==> src/rtl/isa_pnp_res_fetch.sv <==
// isa_pnp_res_fetch
// Sequencer between the ISA PnP register decoder and the PnP resource ROM.
// It fetches ROM bytes through a one-cycle registered read port and serves two host paths:
//   - serial isolation: the 72-bit serial identifier is shifted out as 0x55/0xAA read pairs
//   - resource data: auto-incrementing reads, with a Status-ready flag
// Optional feature macro: PNP_HW_CKSUM_EN. When defined, the block scans ROM bytes 0..7
// after reset, computes the LFSR identifier checksum and substitutes it for ROM byte 8.
//
// state     | meaning
// SCAN      | checksum scan of ROM bytes 0..7 (only when the checksum option is built)
// IDLE      | no path active
// ISO_FETCH | rom_addr = ptr for the next identifier byte
// ISO_WAIT  | capture the identifier byte into the shift register
// ISO_BIT   | answer the iso_rd pair for the current identifier bit
// RES_FETCH | rom_addr = ptr for the next resource byte
// RES_WAIT  | capture the resource byte
// RES_READY | res_ready=1, waiting for res_rd
module isa_pnp_res_fetch #(
    parameter int                ADDR_W    = 8,
    parameter logic [ADDR_W-1:0] RES_START = ADDR_W'(9)
) (
    input  logic              i_clk,
    input  logic              i_rst_n,
    output logic [ADDR_W-1:0] o_rom_addr,
    input  logic [7:0]        i_rom_data,
    input  logic              i_iso_start,
    input  logic              i_iso_rd,
    input  logic              i_iso_sense,
    output logic [7:0]        o_iso_rdata,
    output logic              o_iso_drive,
    output logic              o_iso_done,
    output logic              o_iso_lost,
    input  logic              i_res_reset,
    input  logic              i_res_rd,
    output logic [7:0]        o_res_rdata,
    output logic              o_res_ready,
    output logic              o_busy,
    output logic [7:0]        o_cksum
);

    typedef enum logic [2:0] {
        SCAN, IDLE, ISO_FETCH, ISO_WAIT, ISO_BIT, RES_FETCH, RES_WAIT, RES_READY
    } state_t;

    state_t            r_state;
    logic [ADDR_W-1:0] r_ptr;
    logic [7:0]        r_shreg;
    logic [6:0]        r_bitcnt;
    logic              r_half;
    logic              r_sense;
    logic              r_iso_pend;
    logic              r_pend_sense;
    logic [7:0]        r_iso_rdata;
    logic              r_iso_drive;
    logic              r_iso_done;
    logic              r_iso_lost;
    logic [7:0]        r_res_rdata;
    logic              r_res_ready;

    logic [7:0]        w_fetch_byte;
    logic              w_bit;
    logic              w_rd;
    logic              w_sense;
    logic              w_sense_pair;
    logic [7:0]        w_iso_byte;
    logic              w_start;
    logic              w_rreset;

`ifdef PNP_HW_CKSUM_EN
    logic              r_scan_ph;
    logic              r_start_pend;
    logic              r_rreset_pend;
    logic              r_busy;
    logic [7:0]        r_cksum;
    logic              w_scan_end;

    // Eight LFSR steps over one byte, least significant bit first.
    function automatic logic [7:0] lfsr_byte(input logic [7:0] c, input logic [7:0] d);
        logic [7:0] r;
        r = c;
        for (int i = 0; i < 8; i++) begin
            r = {r[0] ^ r[1] ^ d[i], r[7:1]};
        end
        return r;
    endfunction

    // Scan ends after byte 7 has been folded in (ptr has reached 8, address phase).
    assign w_scan_end = (r_state == SCAN) && !r_scan_ph && (r_ptr == ADDR_W'(8));
    // Commands seen during SCAN are deferred to the cycle the scan ends.
    assign w_start    = (r_state == SCAN) ? (w_scan_end && (r_start_pend || i_iso_start))
                                          : i_iso_start;
    assign w_rreset   = (r_state == SCAN) ? (w_scan_end && (r_rreset_pend || i_res_reset))
                                          : i_res_reset;
    assign o_busy     = r_busy;
    assign o_cksum    = r_cksum;

    // Checksum scan bookkeeping: address/data phase, checksum, deferred commands, busy.
    always_ff @(posedge i_clk or negedge i_rst_n) begin
        if (!i_rst_n) begin
            r_scan_ph     <= 1'b0;
            r_start_pend  <= 1'b0;
            r_rreset_pend <= 1'b0;
            r_busy        <= 1'b1;
            r_cksum       <= 8'h6A;
        end else if (r_state == SCAN) begin
            r_scan_ph <= !r_scan_ph;
            if (r_scan_ph) begin
                r_cksum <= lfsr_byte(r_cksum, i_rom_data);
            end
            if (i_iso_start) begin
                r_start_pend <= 1'b1;
            end
            if (i_res_reset) begin
                r_rreset_pend <= 1'b1;
            end
            if (w_scan_end) begin
                r_busy <= 1'b0;
            end
        end
    end
`else
    assign w_start  = i_iso_start;
    assign w_rreset = i_res_reset;
    assign o_busy   = 1'b0;
    assign o_cksum  = 8'h6A;
`endif

    // Byte 8 of the ROM is replaced by the computed checksum when the option is built.
    always_comb begin
        w_fetch_byte = i_rom_data;
`ifdef PNP_HW_CKSUM_EN
        if (r_ptr == ADDR_W'(8)) begin
            w_fetch_byte = r_cksum;
        end
`endif
    end

    // A held iso_rd is serviced ahead of a new one and carries its own sense sample.
    assign w_bit        = r_shreg[0];
    assign w_rd         = i_iso_rd | r_iso_pend;
    assign w_sense      = r_iso_pend ? r_pend_sense : i_iso_sense;
    assign w_sense_pair = r_sense | w_sense;
    assign w_iso_byte   = w_bit ? (r_half ? 8'hAA : 8'h55) : 8'h00;

    // Main sequencer: iso_start beats res_reset, both beat the current state's work.
    always_ff @(posedge i_clk or negedge i_rst_n) begin
        if (!i_rst_n) begin
`ifdef PNP_HW_CKSUM_EN
            r_state <= SCAN;
`else
            r_state <= IDLE;
`endif
            r_ptr        <= '0;
            r_shreg      <= 8'h00;
            r_bitcnt     <= 7'd0;
            r_half       <= 1'b0;
            r_sense      <= 1'b0;
            r_iso_pend   <= 1'b0;
            r_pend_sense <= 1'b0;
            r_iso_rdata  <= 8'h00;
            r_iso_drive  <= 1'b0;
            r_iso_done   <= 1'b0;
            r_iso_lost   <= 1'b0;
            r_res_rdata  <= 8'h00;
            r_res_ready  <= 1'b0;
        end else begin
            r_iso_done <= 1'b0;
            if (w_start) begin
                r_ptr       <= '0;
                r_bitcnt    <= 7'd0;
                r_half      <= 1'b0;
                r_sense     <= 1'b0;
                r_iso_pend  <= 1'b0;
                r_iso_lost  <= 1'b0;
                r_res_ready <= 1'b0;
                r_state     <= ISO_FETCH;
            end else if (w_rreset) begin
                r_ptr       <= '0;
                r_iso_pend  <= 1'b0;
                r_res_ready <= 1'b0;
                r_state     <= RES_FETCH;
            end else begin
                case (r_state)
`ifdef PNP_HW_CKSUM_EN
                    SCAN: begin
                        if (w_scan_end) begin
                            r_ptr   <= '0;
                            r_state <= IDLE;
                        end else if (r_scan_ph) begin
                            r_ptr <= r_ptr + ADDR_W'(1);
                        end
                    end
`endif
                    IDLE: begin
                        r_state <= IDLE;
                    end
                    ISO_FETCH, ISO_WAIT: begin
                        if (i_iso_rd) begin
                            r_iso_pend   <= 1'b1;
                            r_pend_sense <= i_iso_sense;
                        end
                        if (r_state == ISO_WAIT) begin
                            r_shreg <= w_fetch_byte;
                            r_state <= ISO_BIT;
                        end else begin
                            r_state <= ISO_WAIT;
                        end
                    end
                    ISO_BIT: begin
                        r_iso_pend <= r_iso_pend & i_iso_rd;
                        if (r_iso_pend && i_iso_rd) begin
                            r_pend_sense <= i_iso_sense;
                        end
                        if (w_rd) begin
                            r_iso_rdata <= w_iso_byte;
                            r_iso_drive <= w_bit;
                            if (!r_half) begin
                                r_half  <= 1'b1;
                                r_sense <= w_sense;
                            end else begin
                                r_half  <= 1'b0;
                                r_sense <= 1'b0;
                                if (!w_bit && w_sense_pair) begin
                                    r_iso_lost <= 1'b1;
                                    r_iso_pend <= 1'b0;
                                    r_state    <= IDLE;
                                end else begin
                                    r_shreg  <= {1'b0, r_shreg[7:1]};
                                    r_bitcnt <= r_bitcnt + 7'd1;
                                    if (r_bitcnt == 7'd71) begin
                                        r_iso_done <= 1'b1;
                                        r_iso_pend <= 1'b0;
                                        r_bitcnt   <= 7'd0;
                                        r_ptr      <= RES_START;
                                        r_state    <= RES_FETCH;
                                    end else if (r_bitcnt[2:0] == 3'd7) begin
                                        r_ptr   <= r_ptr + ADDR_W'(1);
                                        r_state <= ISO_FETCH;
                                    end
                                end
                            end
                        end
                    end
                    RES_FETCH: begin
                        r_state <= RES_WAIT;
                    end
                    RES_WAIT: begin
                        r_shreg     <= w_fetch_byte;
                        r_res_ready <= 1'b1;
                        r_state     <= RES_READY;
                    end
                    RES_READY: begin
                        if (i_res_rd) begin
                            r_res_rdata <= r_shreg;
                            r_res_ready <= 1'b0;
                            r_ptr       <= r_ptr + ADDR_W'(1);
                            r_state     <= RES_FETCH;
                        end
                    end
                    default: begin
                        r_state <= IDLE;
                    end
                endcase
            end
        end
    end

    // The pointer register is the ROM address; it is settled during every *_FETCH cycle.
    assign o_rom_addr  = r_ptr;
    assign o_iso_rdata = r_iso_rdata;
    assign o_iso_drive = r_iso_drive;
    assign o_iso_done  = r_iso_done;
    assign o_iso_lost  = r_iso_lost;
    assign o_res_rdata = r_res_rdata;
    assign o_res_ready = r_res_ready;

endmodule

==> config.mk <==
export PLATFORM = sky130hd
export DESIGN_NAME = isa_pnp_res_fetch
export DESIGN_NICKNAME = d
export VERILOG_FILES = /design/src/rtl/isa_pnp_res_fetch.sv
export SDC_FILE = /design/constraint.sdc
export NUM_CORES = 1
export LEC_CHECK = 0
export ABC_CLOCK_PERIOD_IN_PS = 3000
export BUFFER_PORTS_ARGS = -buffer_cell sky130_fd_sc_hd__buf_2
export CAP_MARGIN = 0
export CORE_MARGIN = 1.5
export CORE_UTILIZATION = 45
export CTS_BUF_LIST = sky130_fd_sc_hd__clkbuf_4 sky130_fd_sc_hd__clkbuf_8
export CTS_CLUSTER_DIAMETER = 80
export DETAILED_ROUTE_END_ITERATION = 12
export GPL_TIMING_DRIVEN = 0
export MAX_ROUTING_LAYER = met4
export PLACE_DENSITY = 0.68
export SETUP_SLACK_MARGIN = 0.5
export SLEW_MARGIN = 20
export SYNTH_ARGS = -nofsm -noshare
export SYNTH_HDL_FRONTEND = slang
export SYNTH_SLANG_ARGS = --single-unit
export TNS_END_PERCENT = 30
==> constraint.sdc <==
create_clock -name i_clk -period 3 [get_ports i_clk]
set_clock_uncertainty 0.1 [all_clocks]
set_input_delay 0 -clock i_clk [delete_from_list [all_inputs] [get_ports i_clk]]
set_output_delay 0 -clock i_clk [all_outputs]
set_load 0.01 [all_outputs]
==> impl_summary.txt, run 1 <==
----------------------------------------------------
[Global routing]
  First-pass GRT wire length ... 9170 µm
  Total grt overflow ... 0
  Antenna violations before repair ... 0
  Vias in the first global route ... 2028
  Met2 layer usage reported by global route ... 31.4%
  Top Usage Layer GRT ... met2
  Global-route track usage on met1 ... 24.4%
  Global routing usage summed across all routing layers ... 19.4%
  Pin count of the biggest net entering global routing ... 45
  Met3 global-route usage ... 3.53%

[Finish]
  Count of placed standard cells in the final layout, fillers left out ... 387
  Number of diodes added for antenna fixing ... 0
  Fillcell total ... 476
  Area Growth Syn to Fin ... 22.8%
  Final Net Count ... 335
  Commonest non-fill, non-tap cell in the layout ... sky130_fd_sc_hd__dfrtp_1
  Layout cell share with drive strength beyond 1 ... 35.3%
  Commonest cells after routing, fill and taps aside ... 43 x sky130_fd_sc_hd__dfrtp_1, 41 x sky130_fd_sc_hd__buf_2, 26 x sky130_fd_sc_hd__mux2_2
  Combined area of the multi-input logic cells ... 1220 µm²
  Sequential standard cell area ... 1100 µm²

[STA]
  Worst hold-check slack ... 0.131 ns
  Setup repair after global routing missed its margin ... yes
  Total of endpoints with negative setup slack in the final report ... 0
  Share of the cycle needed by the critical path after routing ... 80.3%
  Max-slew violation count ... 0
  Highest Clock Rate ... 0.415 GHz
  Total negative setup slack ... 0 ns
  Min cycle time layout ... 2.41 ns
  Relative slew slack ... 62.9%
  Slew at the pin closest to its max-slew limit ... 0.557 ns
  Final number of hold-violating endpoints ... 0

[Setup path]
  Crit path DAT ... 2.50 ns
  Crit path required time ... 3.09 ns
  Reg2Reg Depth ... 7
  Worst Setup SP ... r_bitcnt[3]$_DFFE_PN0P_
  Reg-to-reg startpoint ... r_bitcnt[3]$_DFFE_PN0P_
  Startpoint type of the worst setup path ... register
  Setup crit end ... o_rom_addr[6]$_DFFE_PN0P_
  Category of the worst setup path capture point ... register
  Kind of critical path ... reg -> reg
  R2R setup slack ... 0.59 ns
  Destination of the worst register-to-register timing path ... o_rom_addr[6]$_DFFE_PN0P_
  Biggest fanout along the worst timing path ... 8

[Drt]
  Number of nets with antenna violations after routing ... 0
  Per-cell routed wire length ... 13.8 µm
  Number of iterations in the first detailed-routing pass ... 4
  Vias ... 2039
  Detailed Route Iter0 Violations ... 117
  Routed Wire Length ... 5350 µm
  Via-per-instance ratio ... 5.27
  Number of remaining DRC errors ... 0

[Clock tree]
  Clock insertion delay at the later pin of the skew report ... 0.30 ns
  Clock tree from TritonCTS ... done
  Clock slew at the register clock pins of the worst setup and hold paths ... 0.08 ns
  Number of buffers created by CTS ... 5
  Number of buffers on the longest clock path ... 2
  Clock tree sinks ... 44
  Level count of the clock H-tree ... 2
  Buffer count from post-CTS setup fixing ... 0
  Cell at the root of the clock tree ... sky130_fd_sc_hd__clkbuf_8

[Place]
  HPWL after DPL ... 3610 µm
  Gp weighted congestion ... 0.833
  IO buf count ... 40
  Cell total after placement ... 366

[Yosys]
  Average cell area after synthesis ... 10.1 µm²
  Post-synthesis cell area ... 2510 µm²
  Library cells used by synthesis ... 51
  Number of storage elements in the synthesis netlist ... 44
  Synth top area share ... 42.9%
  Main area contributors after synthesis ... sky130_fd_sc_hd__dfrtp_1 43%, sky130_fd_sc_hd__mux2_2 12%, sky130_fd_sc_hd__buf_4 4.8%
  Fraction of the yosys area taken by sequential cells ... 44.0%
  Largest area contributor in the netlist ... sky130_fd_sc_hd__dfrtp_1
  Syn Inst Count ... 249
  Warnings, synthesis ... 0

[Power and ir drop]
  Power density over the cells ... 577 nW/µm²
  Switching Power ... 0.576 mW
  Internal ... 1.20 mW
  Sequential group share of total power ... 46.4%
  Net switching share of the total power ... 32.4%
  Fraction of power consumed by combinational cells ... 33.4%
  Clock network fraction of total power ... 20.2%
  Worst VDD drop ... 0.406 mV
  P_leak ... 1.46 nW

[Run status]
  Run status ... completed

[Floorplan]
  Effective utilization at floorplan ... 47.9%
  Die area ... 6030 µm²
  Die boundary height ... 77.6 µm
  Cell row count ... 26
  Placeable core area ... 5240 µm²
  Number of top-level pins ... 52
  Die Span X ... 77.6 µm

[Job]
  Number of violations of the max-capacitance limit ... 0

[Min path]
  Worst Hold Class ... in -> async

----------------------------------------------------
## flip-flops by register name, indices dropped and copies added (netlist names)
register,count
r_sense,1
r_iso_pend,1
r_half,1
o_iso_done,1
r_shreg,8
o_iso_lost,1
o_iso_drive,1
o_res_ready,1
r_bitcnt,7
r_pend_sense,1
o_rom_addr,8
o_iso_rdata,2
o_res_rdata,8
r_state,3
## area by class of cell
type / count / share of cell area [%]
Buffer: 29 / 7.03
Clock buffer: 5 / 2.23
Clock inverter: 2 / 0.406
Inverter: 8 / 0.975
Multi-Input combinational cell: 175 / 39.6
Sequential cell: 44 / 35.8
Tap cell: 70 / 2.84
Timing Repair Buffer: 54 / 11.1
## kinds of logic (layout without fill, tap and decap cells)
family,count (synthesis),count (layout),synth area share [%]
xor gates and xnor gates,4,4,1.40
and+or+nand+nor,78,78,16.6
DFF,44,44,44.0
buffers and inverters,37,98,9.83
AOI/OAI and AO/OA,53,53,14.0
adders and majority gates,3,3,1.50
muxes,28,28,12.5
other,2,9,0.300
## layer usage
layer,routed length [µm],vias to the layer above
met5,0,-
met3,201,14
met1,2550,978
met4,77,0
met2,2530,50
li1,-,997
## how the worst min path moves through the flow
| stage | startpoint | end | cells past startpoint |
|---|---|---|---|
| finish | i_rst_n | r_bitcnt[1]$_DFFE_PN0P_ | 2 |
| global route | i_rst_n | r_bitcnt[0]$_DFFE_PN0P_ | 2 |
| CTS | i_rst_n | r_bitcnt[0]$_DFFE_PN0P_ | 2 |
| detailed placement | i_rst_n | o_rom_addr[1]$_DFFE_PN0P_ | 1 |
| global placement | i_rst_n | r_bitcnt[3]$_DFFE_PN0P_ | 1 |
| floorplan | i_rst_n | o_iso_done$_DFF_PN0_ | 0 |
## metrics by stage
stage	area, µm²	worst slack, ns	util [%]	total power, mW
finish	3080	0.592	58.8	1.78
global route	3080	0.460	58.8	1.89
CTS	3050	0.482	58.2	1.79
detailed placement	2820	0.472	53.9	1.41
global placement	2820	0.490	53.9	1.39
floorplan	2530	0.755	-	1.21
## synth_stat cells, drive strengths merged
library cell and count:
and2b 1, nor3b 3, buf 20, mux2i 2, dfrtp 43, nand3 14
a41oi 1, nor2b 2, or2 5, dfstp 1, a211oi 1, nor3 2
or4b 2, o21ai 10, clkbuf 9, nand2b 1, inv 8, nor4 1
and3 4, o31ai 7, a32oi 1, o2bb2ai 1, a221o 2, nand2 13
conb 2, a31oi 1, a21oi 18, xor2 2, nor2 21, o41ai 4
o211ai 2, and4 2, and2 1, ha 3, or3 2, mux2 26
o21a 2, nand3b 1, xnor2 2, a21o 3, nand4 3
## timing repair
item                                   CTS  global route
pin swaps                                0             0
setup endpoints to repair                2            14
hold buffers                            14             0
gates resized for setup                  1             4
endpoints found under the hold margin   58             0
## power by group through the flow
stage | combinational, mW | sequential [mW] | clock (mW)
after global routing | 0.658 | 0.843 | 0.389
after global placement | 0.563 | 0.829 | 0
after CTS | 0.594 | 0.822 | 0.373
final | 0.594 | 0.825 | 0.358
after floorplan | 0.375 | 0.839 | 0
after detailed placement | 0.575 | 0.833 | 0
## critical path, stage by stage (launching register included)
cell                       delay (ns)
sky130_fd_sc_hd__dfrtp_1         0.43
sky130_fd_sc_hd__or4b_1          0.51
sky130_fd_sc_hd__buf_2           0.17
sky130_fd_sc_hd__o211ai_2        0.21
sky130_fd_sc_hd__nand3_4         0.14
sky130_fd_sc_hd__or2_1           0.26
sky130_fd_sc_hd__buf_6           0.14
sky130_fd_sc_hd__o41ai_1         0.34
Note: power is estimated with default switching activity, not from simulation.
==> run 2: changes to the inputs <==
--- a/config.mk
+++ b/config.mk
@@ -5,7 +5,7 @@
 export SDC_FILE = /design/constraint.sdc
 export NUM_CORES = 1
 export LEC_CHECK = 0
-export ABC_CLOCK_PERIOD_IN_PS = 3000
+export ABC_CLOCK_PERIOD_IN_PS = 2250
 export BUFFER_PORTS_ARGS = -buffer_cell sky130_fd_sc_hd__buf_2
 export CAP_MARGIN = 0
 export CORE_MARGIN = 1.5
==> constraint.sdc (replaced) <==
create_clock -name i_clk -period 2.25 [get_ports i_clk]
set_clock_uncertainty 0.1 [all_clocks]
set_input_delay 0 -clock i_clk [delete_from_list [all_inputs] [get_ports i_clk]]
set_output_delay 0 -clock i_clk [all_outputs]
set_load 0.01 [all_outputs]
==> run 2 against run 1 <==
Critical path depth unchanged. Critical path type unchanged. Clock power grew 100%. Sequential share of layout area is 4.3 points lower. Final cell count is 6.5% higher. Total power up 55%. Critical endpoint is now o_rom_addr[0]$_DFFE_PN0P_. Die area unchanged. Routed wire length rose by 9.2%. Global-route usage rose by 0.80 points. Maximum frequency up 10%. Worst setup slack got worse by 0.52 ns. Register-to-register slack worse by 0.52 ns.
==> impl_summary.txt, run 2 (synthesized netlist as in run 1, its figures left out) <==
----------------------------------------------------
[Global routing]
  Vias in the first global route ... 1968 (was 2028)
  Total grt overflow ... 0 (unchanged)
  Antenna violations before repair ... 0 (unchanged)
  First-pass GRT wire length ... 9300 µm (was 9170 µm)
  Global routing usage summed across all routing layers ... 20.2% (was 19.4%)
  Pin count of the biggest net entering global routing ... 45 (unchanged)

[Min path]
  Worst Hold Class ... in -> reg (was in -> async)

[STA]
  Max-slew violation count ... 0 (unchanged)
  Min cycle time layout ... 2.18 ns (was 2.41 ns)
  Final number of hold-violating endpoints ... 0 (unchanged)
  Setup repair after global routing missed its margin ... yes (unchanged)
  Final worst slack ... 0.0695 ns (was 0.592 ns)
  Total of endpoints with negative setup slack in the final report ... 0 (unchanged)
  Slew at the pin closest to its max-slew limit ... 0.593 ns (was 0.557 ns)
  Share of the cycle needed by the critical path after routing ... 96.9% (was 80.3%)
  Relative slew slack ... 60.3% (was 62.9%)
  Highest Clock Rate ... 0.459 GHz (was 0.415 GHz)

[Floorplan]
  Die Span X ... 77.6 µm (unchanged)
  Die area ... 6030 µm² (unchanged)
  Number of top-level pins ... 52 (unchanged)
  Placeable core area ... 5240 µm² (unchanged)
  Effective utilization at floorplan ... 47.9% (unchanged)
  Die boundary height ... 77.6 µm (unchanged)
  Cell row count ... 26 (unchanged)

[Setup path]
  Startpoint type of the worst setup path ... register (unchanged)
  Kind of critical path ... reg -> reg (unchanged)
  Crit path required time ... 2.34 ns (was 3.09 ns)
  Most used cell along the critical path ... sky130_fd_sc_hd__buf_6
  Biggest cell delay along the critical path ... 0.50 ns (was 0.51 ns)
  Cell family with most CP delay ... simple AND/OR/NAND/NOR gates (unchanged)
  Cell-by-cell trace of the critical path ... or4b_4 > buf_6 > o211ai_4 > nand3_2 > or2_1 > buf_6 > mux2_2 (was or4b_1 > buf_2 > o211ai_2 > nand3_4 > or2_1 > buf_6 > o41ai_1)
  Crit path DAT ... 2.27 ns (was 2.50 ns)
  Biggest fanout along the worst timing path ... 8 (unchanged)
  Cell type of the slowest stage on the worst timing path ... sky130_fd_sc_hd__or4b_4 (was sky130_fd_sc_hd__or4b_1)
  Total buffers and inverters traversed by the critical path ... 2 (unchanged)
  Category of the worst setup path capture point ... register (unchanged)

[Clock tree]
  Clock slew at the register clock pins of the worst setup and hold paths ... 0.08 ns (about the same)
  Clock tree sinks ... 44 (unchanged)
  Number of buffers on the longest clock path ... 2 (unchanged)
  Clock tree from TritonCTS ... done (unchanged)
  Level count of the clock H-tree ... 2 (unchanged)
  Clock insertion delay at the later pin of the skew report ... 0.30 ns (about the same)
  Cell at the root of the clock tree ... sky130_fd_sc_hd__clkbuf_8 (unchanged)
  Number of buffers created by CTS ... 5 (unchanged)

[Run status]
  Run status ... completed (unchanged)

[Place]
  Setup WS pre-CTS ... -0.283 ns (was 0.472 ns)
  HPWL after DPL ... 3580 µm (was 3610 µm)
  IO buf count ... 40 (unchanged)
  Gp weighted congestion ... 0.800 (was 0.833)

[Drt]
  Via-per-instance ratio ... 5.18 (was 5.27)
  Number of iterations in the first detailed-routing pass ... 4 (unchanged)
  Number of remaining DRC errors ... 0 (unchanged)
  Routed Wire Length ... 5850 µm (was 5350 µm)
  Vias ... 2135 (was 2039)
  Number of nets with antenna violations after routing ... 0 (unchanged)
  Per-cell routed wire length ... 14.2 µm (was 13.8 µm)
  Detailed Route Iter0 Violations ... 161 (was 117)

[Finish]
  Final Net Count ... 359 (was 335)
  Fillcell total ... 435 (was 476)
  Number of diodes added for antenna fixing ... 0 (unchanged)
  Final Util ... 67.0% (was 58.8%)
  Layout cell share with drive strength beyond 1 ... 46.2% (was 35.3%)
  Commonest cells after routing, fill and taps aside ... 41 x sky130_fd_sc_hd__buf_2, 41 x sky130_fd_sc_hd__dfrtp_1, 33 x sky130_fd_sc_hd__buf_4 (was 43 x sky130_fd_sc_hd__dfrtp_1, 41 x sky130_fd_sc_hd__buf_2, 26 x sky130_fd_sc_hd__mux2_2)
  Area Growth Syn to Fin ... 39.9% (was 22.8%)

[Job]
  Number of violations of the max-capacitance limit ... 0 (unchanged)

[Power and ir drop]
  Total power draw ... 2.75 mW (was 1.78 mW)
  P_leak ... 1.67 nW (was 1.46 nW)
  Worst VDD drop ... 0.469 mV (was 0.406 mV)
  Power density over the cells ... 784 nW/µm² (was 577 nW/µm²)

----------------------------------------------------
-- run 2: cell types whose count changed in the layout (fill, tap and decap cells not counted), sizes merged --
cell	before	now
clkinv	1	0
clkinvlp	1	0
buf	60	85
clkbuf	14	13
bufinv	0	2
dlygate4sd3	14	15
-- run 2: through the flow --
| stage | hold WS (ns) | cell area (µm²) | TNS [ns] | instances |
|---|---|---|---|---|
| after floorplan | -0.396 | 2590 | 0 | 256 |
| after global placement | 0.121 | 2880 | -1.39 | 366 |
| after detailed placement | 0.125 | 2880 | -1.58 | 366 |
| after CTS | 0.0285 | 3330 | 0 | 403 |
| after global routing | 0.0611 | 3510 | 0 | 412 |
| final | 0.0433 | 3510 | 0 | 412 |
-- run 2: layout make-up --
cell class / count / area, µm² / area share [%]
Sequential cell: 44 / 1100 / 31.5
Inverter: 8 / 30.0 / 0.856
Clock inverter: 2 / 60.1 / 1.71
Tap cell: 70 / 87.6 / 2.50
Multi-Input combinational cell: 175 / 1330 / 37.8
Timing Repair Buffer: 78 / 577 / 16.4
Buffer: 29 / 245 / 6.99
Clock buffer: 6 / 76.3 / 2.18
-- run 2: power breakdown --
group,internal [mW],switching [mW],leakage (nW),total [mW]
registers,0.966,0.132,0.573,1.10
logic,0.515,0.413,1.03,0.927
clock network,0.456,0.268,0.0688,0.724
total,1.94,0.813,1.67,2.75
-- run 2: worst paths after layout --
kind | from | endpoint | slack, ns | cells past startpoint
setup / recovery | r_bitcnt[4]$_DFFE_PN0P_ | o_rom_addr[0]$_DFFE_PN0P_ | 0.07 | 7
hold / removal | i_iso_sense | r_sense$_DFFE_PN0P_ | 0.04 | 5
setup reg to reg | r_bitcnt[4]$_DFFE_PN0P_ | o_rom_addr[0]$_DFFE_PN0P_ | 0.07 | 7
hold reg to reg | o_res_rdata[7]$_DFFE_PN0P_ | o_res_rdata[7]$_DFFE_PN0P_ | 0.40 | 1
max in group asynchronous | i_rst_n | r_state[0]$_DFFE_PN1P_ | 1.42 | 3
min in group asynchronous | i_rst_n | o_res_rdata[6]$_DFFE_PN0P_ | 0.07 | 2
-- run 2: per-layer routing --
| metal | up-vias | global-route usage (%) | routed length [µm] |
|---|---|---|---|
| met1 | 1022 | 25.1 | 2590 |
| met4 | 0 | 8.00 | 105 |
| met3 | 9 | 4.00 | 336 |
| li1 | 1043 | - | - |
| met2 | 61 | 32.3 | 2820 |
| met5 | - | - | 0 |
-- run 2: worst min-delay path, delay by kind of cell --
family | cells | cell delay, ns
simple gates | 2 | 0.16
buf+inv | 1 | 0.11
mux | 1 | 0.07
compound gates | 1 | 0.07
-- run 2: timing repair --
item | 4_1_cts | 5_1_grt
endpoints found under the setup margin | 39 | 42
hold endpoints to repair | 57 | 0
hold buffers | 15 | 0
buffers inserted | 14 | 7
gates resized for setup | 13 | 27
pin swaps | 4 | 11
cloned | 0 | 1
